==> src/rtl/mp_fifo.sv <==
// Multiport synchronous FIFO: up to 8 write and 8 read ports per clock, granted in ascending port order.
// Define MP_FIFO_ATOMIC_WR_EN to make each cycle's writes all-or-nothing.
module mp_fifo #(
  parameter int WIDTH    = 32,
  parameter int DEPTH    = 16,
  parameter int WR_PORTS = 2,
  parameter int RD_PORTS = 2
) (
  input  logic                          clk,
  input  logic                          srst,
  input  logic [WR_PORTS*WIDTH-1:0]     din,
  input  logic [WR_PORTS-1:0]           wr_en,
  output logic [WR_PORTS-1:0]           wr_fail,
  input  logic [RD_PORTS-1:0]           rd_en,
  output logic [RD_PORTS-1:0]           rd_fail,
  output logic [RD_PORTS*WIDTH-1:0]     dout,
  output logic [RD_PORTS-1:0]           dout_valid,
  output logic                          full,
  output logic                          empty,
  output logic [$clog2(DEPTH+1)-1:0]    data_count,
  output logic [$clog2(DEPTH+1)-1:0]    free_count
);

  localparam int CW = $clog2(DEPTH + 1);
  localparam int PW = $clog2(DEPTH);
  localparam int AW = CW + 1;

  logic [WIDTH-1:0] mem [DEPTH];
  logic [PW-1:0]    head, tail;
  logic [CW-1:0]    count, free, wr_limit, a_cnt, r_cnt;

  logic [WR_PORTS-1:0] wr_acc;
  logic [PW-1:0]       wr_addr [WR_PORTS];
  logic [RD_PORTS-1:0] rd_grant;
  logic [PW-1:0]       rd_addr [RD_PORTS];

  // base + off never reaches 2*DEPTH, so one conditional subtract suffices
  function automatic logic [PW-1:0] wrap(input logic [PW-1:0] base, input logic [CW-1:0] off);
    if (AW'(base) + AW'(off) >= AW'(DEPTH))
      return PW'(AW'(base) + AW'(off) - AW'(DEPTH));
    else
      return PW'(AW'(base) + AW'(off));
  endfunction

  always_comb begin
    free = CW'(DEPTH) - count;
`ifdef MP_FIFO_ATOMIC_WR_EN
    wr_limit = (CW'($countones(wr_en)) <= free) ? free : '0;
`else
    wr_limit = free;
`endif
    a_cnt  = '0;
    wr_acc = '0;
    for (int unsigned i = 0; i < WR_PORTS; i++) begin
      wr_addr[i] = wrap(tail, a_cnt);
      if (wr_en[i] && (a_cnt < wr_limit)) begin
        wr_acc[i] = 1'b1;
        a_cnt     = a_cnt + CW'(1);
      end
    end
    r_cnt    = '0;
    rd_grant = '0;
    for (int unsigned i = 0; i < RD_PORTS; i++) begin
      rd_addr[i] = wrap(head, r_cnt);
      if (rd_en[i] && (r_cnt < count)) begin
        rd_grant[i] = 1'b1;
        r_cnt       = r_cnt + CW'(1);
      end
    end
  end

  always_ff @(posedge clk) begin
    if (srst) begin
      head       <= '0;
      tail       <= '0;
      count      <= '0;
      dout       <= '0;
      dout_valid <= '0;
      wr_fail    <= '0;
      rd_fail    <= '0;
    end else begin
      for (int unsigned i = 0; i < WR_PORTS; i++)
        if (wr_acc[i]) mem[wr_addr[i]] <= din[i*WIDTH +: WIDTH];
      for (int unsigned i = 0; i < RD_PORTS; i++)
        if (rd_grant[i]) dout[i*WIDTH +: WIDTH] <= mem[rd_addr[i]];
      dout_valid <= rd_grant;
      rd_fail    <= rd_en & ~rd_grant;
      wr_fail    <= wr_en & ~wr_acc;
      tail       <= wrap(tail, a_cnt);
      head       <= wrap(head, r_cnt);
      count      <= count + a_cnt - r_cnt;
    end
  end

  assign full       = (count == CW'(DEPTH));
  assign empty      = (count == '0);
  assign data_count = count;
  assign free_count = free;

endmodule

==> config.mk <==
export PLATFORM = sky130hd
export DESIGN_NAME = mp_fifo
export DESIGN_NICKNAME = d
export VERILOG_FILES = /design/src/rtl/mp_fifo.sv
export SDC_FILE = /design/constraint.sdc
export NUM_CORES = 1
export LEC_CHECK = 0
export ABC_CLOCK_PERIOD_IN_PS = 7400
export CORE_UTILIZATION = 46
export CTS_BUF_LIST = sky130_fd_sc_hd__clkbuf_16
export DETAILED_ROUTE_END_ITERATION = 8
export SYNTH_ARGS = -nofsm -noshare
export SYNTH_HDL_FRONTEND = slang
export SYNTH_SLANG_ARGS = --single-unit
==> constraint.sdc <==
create_clock -name clk -period 7.4 [get_ports clk]
set_input_delay 1.48 -clock clk [delete_from_list [all_inputs] [get_ports clk]]
set_output_delay 1.48 -clock clk [all_outputs]
set_load 0.02 [all_outputs]
After elaboration in Yosys (flattened, before gate mapping)
Memories as Yosys holds them, arrays and structs flattened. A register that Yosys moved wholly into a read port is not among the register bits.
Index checks and enable logic that the tools add are counted.

storage, ports and cells
  memory bits (read-only) = 0
  output and inout bits = 82
  bits in latches = 0
  RAM bits = 512
  register bits = 19
  memories kept = 1

memory list
  memory  depth  bits a word  rd ports  clocked after Yosys merged registers in  wr ports  line  RTL
  mem     16     32           2         2                                        2         28    logic [WIDTH-1:0] mem [DEPTH];

operators by class
  reduce and logical (&&, ||, !) cells = 5
  equal/unequal tests = 1
  bitwise logic cells = 4
  shift-type cells = 0
  $mul = 0
  add/subtract/negate cells = 15
  div/mod/pow operators = 0
  muxes and demuxes = 20
  magnitude comparators = 10

operators with widths
  operator               count
  $ge A6 B5 Y1 const B   4
  $mux W4                6
  $sub A4 B1 Y4 const B  6
  $add A4 B5 Y6          2
  $mux W1                12
  $add A4 B1 Y5          2
  $add A5 B1 Y5 const B  2
  $ge A4 B5 Y1 const B   2
  $lt A1 B5 Y1 const A   2
  $lt A5 B5 Y1           2
  $mux W5                2
  $add A5 B5 Y5          1
  $eq A5 B5 Y1 const B   1
  $logic_not A5 Y1       1
  $sub A5 B5 Y5          1
  $sub A5 B5 Y5 const A  1
  $and A2 B2 Y2          2
  $logic_and A1 B1 Y1    4
  $not A2 Y2             2

Logic depth before layout (Yosys ltp)
Gate-level depths: netlist (run 1).

  depth after elaboration = 10
  gate-level depth with buffers = 20
  gate-level depth less buffers = 18

Worst setup path before layout (run 1)
Ideal clock, no wire load.

  path kind = flip-flop to flip-flop
  start point = register count[2] (netlist: data_count[2])
  end point = memory mem[8][0], enable pin
  setup slack = 2.413 ns
  clock period less this slack = 4.987 ns
  buffers on the path = 2
  cell stages (with the launch flop) = 15
  required time = 6.934 ns
  arrival = 4.522 ns
  cell sequence = dfxtp_1 -> buf_2 -> inv_1 -> ha_1 -> and2_1 -> ha_1 -> nor2b_1 -> o2111ai_1 -> and2_1 -> ha_1 -> ha_1 -> nor3_1 -> o211ai_2 -> buf_2 -> o21ai_0

RTL lines
  element                 line  RTL
  from (decl)             30    logic [CW-1:0] count, free, wr_limit, a_cnt, r_cnt;
  from (signal assigned)  91    count <= count + a_cnt - r_cnt;
  to (decl)               28

==> results.md, run 1 <==
- Synth Net Count: 2,141
- Synth warn: 0
- CP delay by family, top: compound AO/OA/AOI/OAI gates
- Worst Hold Class: register to register
- Worst Path Max Fanout: 21
- Share of the synthesized area in the top cell type: 0.461
- Worst setup EP type: register
- Remaining antenna violation count after routing: 0
- Gr ovfl total: 0
- Cell mode on critical path: ha_1
- Fin. Hold Viols: 0
- Largest net degree at the start of global routing: between 100 and 150
- Post-synth top cells: mux2_2 (533), edfxtp_1 (512), mux4_2 (256)
- Post-synth EDFFs: 512
- Hold WS: roughly 460 ps
- Fmax: 0.183 GHz
- Final wirelength: roughly 97,000 um
- CTS Buf Count: 70
- Sum Neg Setup Slack: 0 ps
- CTS tree: built
- Area leader, netlist: edfxtp_1
- Worst hold stages: 1
- I/O pin count: 152
- Chip height: ~270 um
- Worst-margin pin slew: between 1000 and 1500 ps
- Drc violations: 0
- CP max stage delay: about 1100 ps
- WS Path Type: register to register
- Relative slew slack: 0.0922
- Vias in the first global route: around 21,000
- DRT Pass-1 Iters: 5
- # nets final: between 2,000 and 2,500
- Required @ worst endpoint: around 7800 ps
- Worst Path Buf+Inv: 2
- Clock Skew: approximately 22 ps
- Clock sinks: between 500 and 600
- Slowest cell on crit path: a2111oi_4
- Root buffer cell: clkbuf_16
- Final core utilization: 0.530
- R2r setup slk: between 1500 and 2000 ps
- Post-CTS Setup Bufs: 0
- Starting DRT DRC Count: approximately 1,700
- Reg clk slew, reported paths: approximately 60 ps
- Hold Path Sink: dout[52]
- Count of final max-slew check failures: 0
- Area growth syn-to-layout: 13.6%
- Synth top area cells: edfxtp_1 (46%), mux2_2 (18%), mux4_2 (17%)
- Die area: 0.0736 mm2
- Inserted Diodes: 0
- Pwr dens: approximately 340 mW/mm2
- Routed vias/inst: 6.37
- Worst r2r dst: mem[14][4]
- Top_reg_cell synth: edfxtp_1
- Core ar.: 0.0716 mm2
- Antenna violations before repair: 0
- Register area share after synthesis: 0.510
- RSZ-0062 raised after global routing: false
- Cell Rows: just under 100
- GRT Overall Usage: 0.264
- Via count: ~20,000
- Yosys cell types: between 50 and 60
- Max Cap Viol: 0
- VDD IR max: around 0.35 mV
- Post-Syn Area per Cell: 16.3 um2
- Lkg Pwr: ~0.012 uW
- H-tree Lvls: 3
- CTS max path bufs: 3
- Resized cells post-CTS: 0
- Netlist Area Pre-Place: between 0.03 and 0.04 mm2
- Flops & latches, synth: 595
- Die width: around 270 um
- First-pass GRT wire length: 142,000 um
- Hold Startpoint: dout[52]
- CP startpoint: data_count[2]
- Post-Synthesis Cells: 2,047
- Fin crit period: 5460 ps
- Worst r2r src: data_count[2]
- Share of post-route cells with drive strength above 1: 0.456
- Critical Path Start Type: register
- Gp weighted congestion: 0.788
- Count leader, synth: mux2_2
- Hold buffers post-CTS: 0
- Post-DP HPWL: roughly 58,000 um
- Initial Utilization: 0.466
- PortBufs: approximately 150
- Asr flop ratio synth: 0
- WL/cell: between 30 and 40 um
- Clk Latency, worst-skew pair: 620 ps
- Status: finished clean
- Worst r2r path cells: 13
- Fin crit share: 0.737
- CP arrival: 5810 ps
- Cell Chain, Critical Path: inv_1 > ha_1 > and2_1 > ha_1 > nor2b_1 > o2111ai_1 > and2_1 > ha_1 > a21bo_2 > a211o_4 > a2111oi_4 > buf_4 > mux2_2
- Setup violators final: 0
-- final cells by class --
type,count,area [um2]
Multi-Input combinational cell,1209,15500
Fill cell,5919,33700
Timing Repair Buffer,199,1940
Inverter,24,90.1
Tap cell,950,1190
Clock inverter,56,312
Clock buffer,74,1850
Sequential cell,595,17000
-- through the flow --
step / std cells / total power (uW) / instance area (um2) / setup slack [ps]
detailed placement: 2977 / 9850 / 35800 / 1960
CTS: 3107 / 13200 / 37900 / 2050
global placement: 2976 / 9800 / 35700 / 2060
global route: 3107 / 13600 / 37900 / 1770
finish: 3107 / 13000 / 37900 / 1940
floorplan: 2047 / 8170 / 33400 / 2410
-- registers in the layout, indices dropped and copies added (netlist names) --
register and flops:
data_count 5, dout 64, dout_valid 2, head 4
mem 512, rd_fail 2, tail 4, wr_fail 2
-- per-layer routing --
metal,track usage,wire (um),part of all wire,vias up
li1,-,-,-,8450
met1,0.342,39800,0.41,10578
met2,0.461,49700,0.51,600
met3,0.0317,4290,0.044,159
met4,0.0866,2730,0.028,0
met5,0,0,0,-
-- cells by family (layout without fill, tap and decap cells) --
group | after synthesis | count (layout) | synth area share
AOI/OAI and AO/OA | 107 | 107 | 0.0302
adders and majority gates | 24 | 24 | 0.00990
xor gates and xnor gates | 11 | 11 | 0.00289
muxes | 895 | 895 | 0.385
and+or+nand+nor | 172 | 172 | 0.0267
DFF | 595 | 595 | 0.510
buffers and inverters | 243 | 353 | 0.0352
-- report_power, final --
| part | internal [uW] | total [uW] | switching [uW] | leakage, uW |
|---|---|---|---|---|
| Combinational | 2650 | 5350 | 2700 | 0.00603 |
| Sequential | 4070 | 4390 | 317 | 0.00531 |
| Clock | 1880 | 3300 | 1420 | 0.00113 |
| Total | 8600 | 13000 | 4440 | 0.0125 |
-- cells in the final DEF (no fill, tap or decap), drive strengths merged, types with 2 or more instances in the layout --
cell	netlist	routed
mux2	543	543
edfxtp	512	512
mux4	256	256
clkdlybuf4s50	0	151
mux2i	96	96
dfxtp	83	83
clkbuf	117	74
nor3	68	68
nor2	50	50
buf	102	48
inv	24	44
a211o	33	33
a221o	32	32
clkinv	0	32
ha	20	20
nand3	12	12
nor2b	11	11
o21ai	11	11
nand2b	8	8
o21bai	6	6
xor2	6	6
and2	5	5
a21oi	5	5
xnor2	5	5
o211ai	4	4
nand2	4	4
fa	4	4
and3	4	4
a211oi	3	3
a2111oi	2	2
or3	2	2
a41o	2	2
nand4	2	2
bufinv	0	2
clkinvlp	0	2
o2111ai	2	2
-- worst max-delay path by stage --
stage | endpoint | cells after the start
6_report | mem[14][4] | 13
3_3_place_gp | mem[12][7] | 6
2_1_floorplan | mem[8][0] | 14
3_5_place_dp | mem[12][0] | 6
5_1_grt | mem[14][4] | 13
4_1_cts | mem[14][4] | 13
(Power assumes the default switching activity.)
==> inputs of run 2 (changes only) <==
ABC_CLOCK_PERIOD_IN_PS = 4800   (was 7400)
PLACE_DENSITY = 0.66   (was not set)
clock period = 4.8 ns   (was 7.4 ns; I/O delays follow)
==> results.md, run 2 (synthesis gave the netlist of run 1 again) <==
- Die width: 271 um (unchanged)
- Final core utilization: 0.536 (+0.00617)
- Root buffer cell: clkbuf_16
- Fin crit period: 4370 ps (-1080 ps)
- Fin. Hold Viols: 0 (unchanged)
- Largest net degree at the start of global routing: 79 (-29%)
- Reg clk slew, reported paths: 60 ps (about the same)
- GRT Overall Usage: 0.272 (+0.00813)
- R2r setup slk: 430 ps (-1520 ps)
- Antenna violations before repair: 1 (+1)
- Worst r2r src: data_count[2]
- Post-DP HPWL: 60,600 um (+5.1%)
- RSZ-0062 raised after global routing: false
- PortBufs: 151 (unchanged)
- WL/cell: 31.7 um (+2.1%)
- Fin crit share: 0.911 (+0.174)
- Chip height: 271 um (unchanged)
- Worst Hold Class: register to register
- I/O pin count: 152 (unchanged)
- Worst Path Max Fanout: 22 (+4.8%)
- Max Cap Viol: 0 (unchanged)
- Vias in the first global route: 21,499 (+2.1%)
- CTS tree: built
- Clk Latency, worst-skew pair: 610 ps (about the same)
- Post-CTS Setup Bufs: 0 (unchanged)
- Relative slew slack: 0.194 (+0.102)
- Core ar.: 0.0716 mm2 (unchanged)
- First-pass GRT wire length: 146,000 um (+3.1%)
- DP Worst Slack: 428 ps (-1530 ps)
- Pwr Total: 20,100 uW (+54%)
- Clock Skew: 24.6 ps (+3.02 ps)
- Internal: 13,300 uW (+54%)
- Clk pwr share: 0.246 (-0.007)
- Required @ worst endpoint: 5150 ps (-2610 ps)
- Clock sinks: 595 (unchanged)
- Via count: 20,303 (+2.6%)
- Die area: 0.0736 mm2 (unchanged)
- Commonest non-fill, non-tap cell in the layout: mux2_2
- Lkg Pwr: 0.0127 uW (+1.8%)
- Pwr dens: 524 mW/mm2 (+52%)
- Worst setup EP type: register
- CTS Buf Count: 68 (-2.9%)
- Drc violations: 0 (unchanged)
- Switching Fraction: 0.341 (about the same)
- Inserted Diodes: 0 (unchanged)
- VDD IR max: 0.352 mV (about the same)
- Remaining antenna violation count after routing: 0 (unchanged)
- Gp weighted congestion: 0.846 (+7.3%)
- Starting DRT DRC Count: 1,946 (+13%)
- Cell Rows: 98 (unchanged)
- CTS max path bufs: 3 (unchanged)
- Setup violators final: 0 (unchanged)
- Count of final max-slew check failures: 0 (unchanged)
- Worst-margin pin slew: 1210 ps (-146 ps)
- Critical Path Start Type: register
- Hold buffers post-CTS: 0 (unchanged)
- Fmax: 0.229 GHz (+25%)
- Share of post-route cells with drive strength above 1: 0.465 (+0.00893)
- Initial Utilization: 0.466 (unchanged)
- Area growth syn-to-layout: 14.9%
- Gate power share: 0.422 (+0.012)
- H-tree Lvls: 3 (unchanged)
- Worst r2r dst: mem[10][30]
- Final WS setup: 425 ps (-1520 ps)
- Final wirelength: 99,700 um (+3.3%)
- WS Path Type: register to register
- Sw power: 6850 uW (+54%)
- Gr ovfl total: 0 (unchanged)
- # nets final: 2,232 (+1.8%)
- Hold WS: 465 ps (+0.467 ps)
- Worst r2r path cells: 13 (unchanged)
- Worst Setup EP: mem[10][30]
- CP arrival: 4720 ps (-1090 ps)
- Most frequent cells in the layout: mux2_2 (533), edfxtp_1 (512), mux4_2 (256)
- Largest register FFs: 512 (unchanged)
- Routed vias/inst: 6.46 (+1.4%)
- Sum Neg Setup Slack: 0 ps (unchanged)
- Resized cells post-CTS: 0 (unchanged)
- DRT Pass-1 Iters: 7 (+2)
- Sequential share of power: 0.332 (-0.005)
- CP startpoint: data_count[2]
- Status: finished clean
==> run 2: power groups by stage <==
stage	sequential, uW	clock [uW]	combinational, uW
finish	6680	4950	8480
global route	6750	5220	8990
CTS	6690	5020	8550
detailed placement	6790	0	8530
global placement	6760	0	8420
floorplan	6890	0	5690
==> run 2: per-stage QoR <==
stage | cell area, um2 | cells
4_1_cts | 38400 | 3143
2_1_floorplan | 33400 | 2047
3_5_place_dp | 36300 | 3018
6_report | 38400 | 3143
5_1_grt | 38400 | 3143
3_3_place_gp | 36300 | 3018
==> run 2: critical path, stage by stage (launching register included) <==
cell and delay (ps):
dfxtp_1 520, inv_1 130, ha_1 210, and2_1 170
ha_1 290, nor2b_1 260, o2111ai_1 170, and2_1 240
ha_1 250, a21bo_2 270, a211oi_2 630, o211ai_4 370
buf_12 290, mux2_1 320
==> run 2: cell type report <==
cell class                      count  area (um2)
Multi-Input combinational cell   1209       15500
Clock buffer                       70        1750
Inverter                           24        90.1
Fill cell                        5845       33200
Tap cell                          950        1190
Clock inverter                     55         340
Timing Repair Buffer              240        2450
Sequential cell                   595       17000
==> run 2: routing by layer <==
metal,routed length (um),GRT usage,up-vias
li1,-,-,8511
met1,40200,0.350,10783
met2,49600,0.458,767
met3,5260,0.0387,240
met4,4690,0.122,2
met5,9,0,-
==> run 2: worst min path at each step <==
stage	start	cells after the start	to
floorplan	head[3]	2	head[3]
global placement	dout[52]	1	dout[52]
detailed placement	dout[62]	1	dout[62]
CTS	dout[62]	1	dout[62]
global route	dout[62]	1	dout[62]
finish	dout[50]	1	dout[50]
==> inputs of run 3 (changes only) <==
CTS_CLUSTER_SIZE = 10   (was not set)
SKIP_CTS_REPAIR_TIMING = 1   (was not set)
==> results.md, run 3 (synthesis gave the netlist of run 1 again) <==
- Status: finished clean
- Slowest cell on crit path: dfxtp_1
- WS Path Type: register to register
- Cell mode on critical path: ha_1
- First-pass GRT wire length: 146,000 um (about the same)
- Post-route insts no fill: 3,144 (+0.032%)
- Remaining antenna violation count after routing: 0 (unchanged)
- CP delay by family, top: compound AO/OA/AOI/OAI gates
- CTS tree: built
- Max Cap Viol: 0 (unchanged)
- Setup violators final: 0 (unchanged)
- CP max stage delay: 520 ps (-110 ps)
- Chip height: 271 um (unchanged)
- PortBufs: 151 (unchanged)
- Vias in the first global route: 21,548 (+0.23%)
- GRT Overall Usage: 0.272 (about the same)
- Required @ worst endpoint: 5140 ps (about the same)
- Met3 wire len: 5260 um (about the same)
- Final wirelength: 99,700 um (about the same)
- Drc violations: 0 (unchanged)
- Fin crit share: 0.916 (+0.00445)
- Worst Path Buf+Inv: 2 (unchanged)
- I/O pin count: 152 (unchanged)
- Cell Rows: 98 (unchanged)
- Via count: 20,451 (+0.73%)
- # nets final: 2,236 (+0.18%)
- M1 WL: 40,100 um (about the same)
- CP startpoint: data_count[2]
- Hold Startpoint: dout[50]
- Die width: 271 um (unchanged)
- Lkg Pwr: 0.0127 uW (+0.45%)
- Critical Path Start Type: register
- R2r setup slk: 400 ps (-20 ps)
- Routed vias/inst: 6.50 (+0.70%)
- Worst Path Max Fanout: 15 (-32%)
- Root buffer cell: clkbuf_16
- Worst r2r src: data_count[2]
- Hold WS: 462 ps (-2.80 ps)
- Worst-margin pin slew: 1240 ps (+32.9 ps)
- Worst Setup EP: mem[13][31]
- Starting DRT DRC Count: 1,783 (-8.4%)
- WL/cell: 31.7 um (about the same)
- Worst r2r dst: mem[13][31]
- CTS max path bufs: 3 (unchanged)
- Reg clk slew, reported paths: 50 ps (about the same)
- CP arrival: 4740 ps (+20 ps)
- Initial Utilization: 0.466 (unchanged)
- Post-DP HPWL: 60,600 um (unchanged)
- Antenna violations before repair: 1 (unchanged)
- Worst setup EP type: register
- Worst Hold Class: register to register
- Most frequent cells in the layout: mux2_2 (533), edfxtp_1 (512), mux4_2 (256)
- Clock Skew: 26.4 ps (+1.84 ps)
- Fin. Hold Viols: 0 (unchanged)
- Commonest non-fill, non-tap cell in the layout: mux2_2
- Share of post-route cells with drive strength above 1: 0.460 (-0.00477)
- Die area: 0.0736 mm2 (unchanged)
- Routed wl met2: 50,200 um (+1.2%)
- H-tree Lvls: 3 (unchanged)
- VDD IR max: 0.357 mV (+1.4%)
- Area growth syn-to-layout: 14.8% (about the same)
- Relative slew slack: 0.172 (-0.0219)
- Clk Latency, worst-skew pair: 620 ps (about the same)
- Max layer used: met5
- RSZ-0062 raised after global routing: false
- Gr ovfl total: 0 (unchanged)
- Pwr dens: 523 mW/mm2 (-0.13%)
- Count of final max-slew check failures: 0 (unchanged)
- Fmax: 0.227 GHz (-0.49%)
- Placed cell count: 3,018 (unchanged)
- Gp weighted congestion: 0.846 (unchanged)
- Core ar.: 0.0716 mm2 (unchanged)
- Largest register FFs: 512 (unchanged)
- DRT Pass-1 Iters: 5 (-2)
- Clock sinks: 595 (unchanged)
- Inserted Diodes: 0 (unchanged)
- CTS Buf Count: 72 (+5.9%)
- Fin crit period: 4400 ps (+21.3 ps)
- Cell Chain, Critical Path: inv_1 > ha_1 > and2_1 > ha_1 > nor2b_1 > o2111ai_1 > and2_1 > ha_1 > a21bo_2 > a211o_4 > a2111oi_4 > buf_4 > mux2_2
- Worst r2r path cells: 13 (unchanged)
- Largest net degree at the start of global routing: 79 (unchanged)
- Levels on crit path: 13 (unchanged)
## run 3: cell count changes in the layout (fill, tap and decap cells not counted), moves of 2 or more
cell | before | now
clkinv_1 | 13 | 4
clkinv_2 | 5 | 0
clkbuf_16 | 70 | 72
inv_1 | 47 | 67
clkinv_4 | 4 | 0
## run 3: report_power, final
part	internal, uW	leakage, uW	switching, uW
Combinational	4210	0.00628	4290
Clock	2760	0.00116	2120
Sequential	6280	0.00531	406
Total	13200	0.0127	6810
## run 3: final cells by class
cell class	instances	area [um2]
clock inverters	54	264
fillers	5865	33300
multi-input cells	1209	15500
flip-flops and latches	595	17000
clock buffers	72	1800
repair buffers	240	2450
well taps	950	1190
inverters	24	90.1
## run 3: per-layer routing
metal / global-route usage / vias up
met5: 0 / -
met4: 0.115 / 2
met3: 0.0324 / 214
met2: 0.462 / 796
met1: 0.353 / 10917
li1: - / 8522
## run 3: metrics by stage
| stage | instance area (um2) | total power, uW | worst slack, ps | TNS, ps | utilization |
|---|---|---|---|---|---|
| after floorplan | 33400 | 12600 | -25.4 | -1020 | - |
| after global placement | 36300 | 15200 | 516 | 0 | 0.507 |
| after detailed placement | 36300 | 15300 | 428 | 0 | 0.507 |
| after CTS | 38300 | 20200 | 428 | 0 | 0.535 |
| after global routing | 38300 | 20900 | 161 | 0 | 0.535 |
| final | 38300 | 20100 | 404 | 0 | 0.535 |
## run 3: worst min-delay path by stage
| stage | slack [ps] | to | cells after the start |
|---|---|---|---|
| global placement | 450 | dout[52] | 1 |
| CTS | 470 | dout[62] | 1 |
| detailed placement | 450 | dout[62] | 1 |
| floorplan | 570 | head[3] | 2 |
| global route | 490 | dout[62] | 1 |
| finish | 460 | dout[50] | 1 |
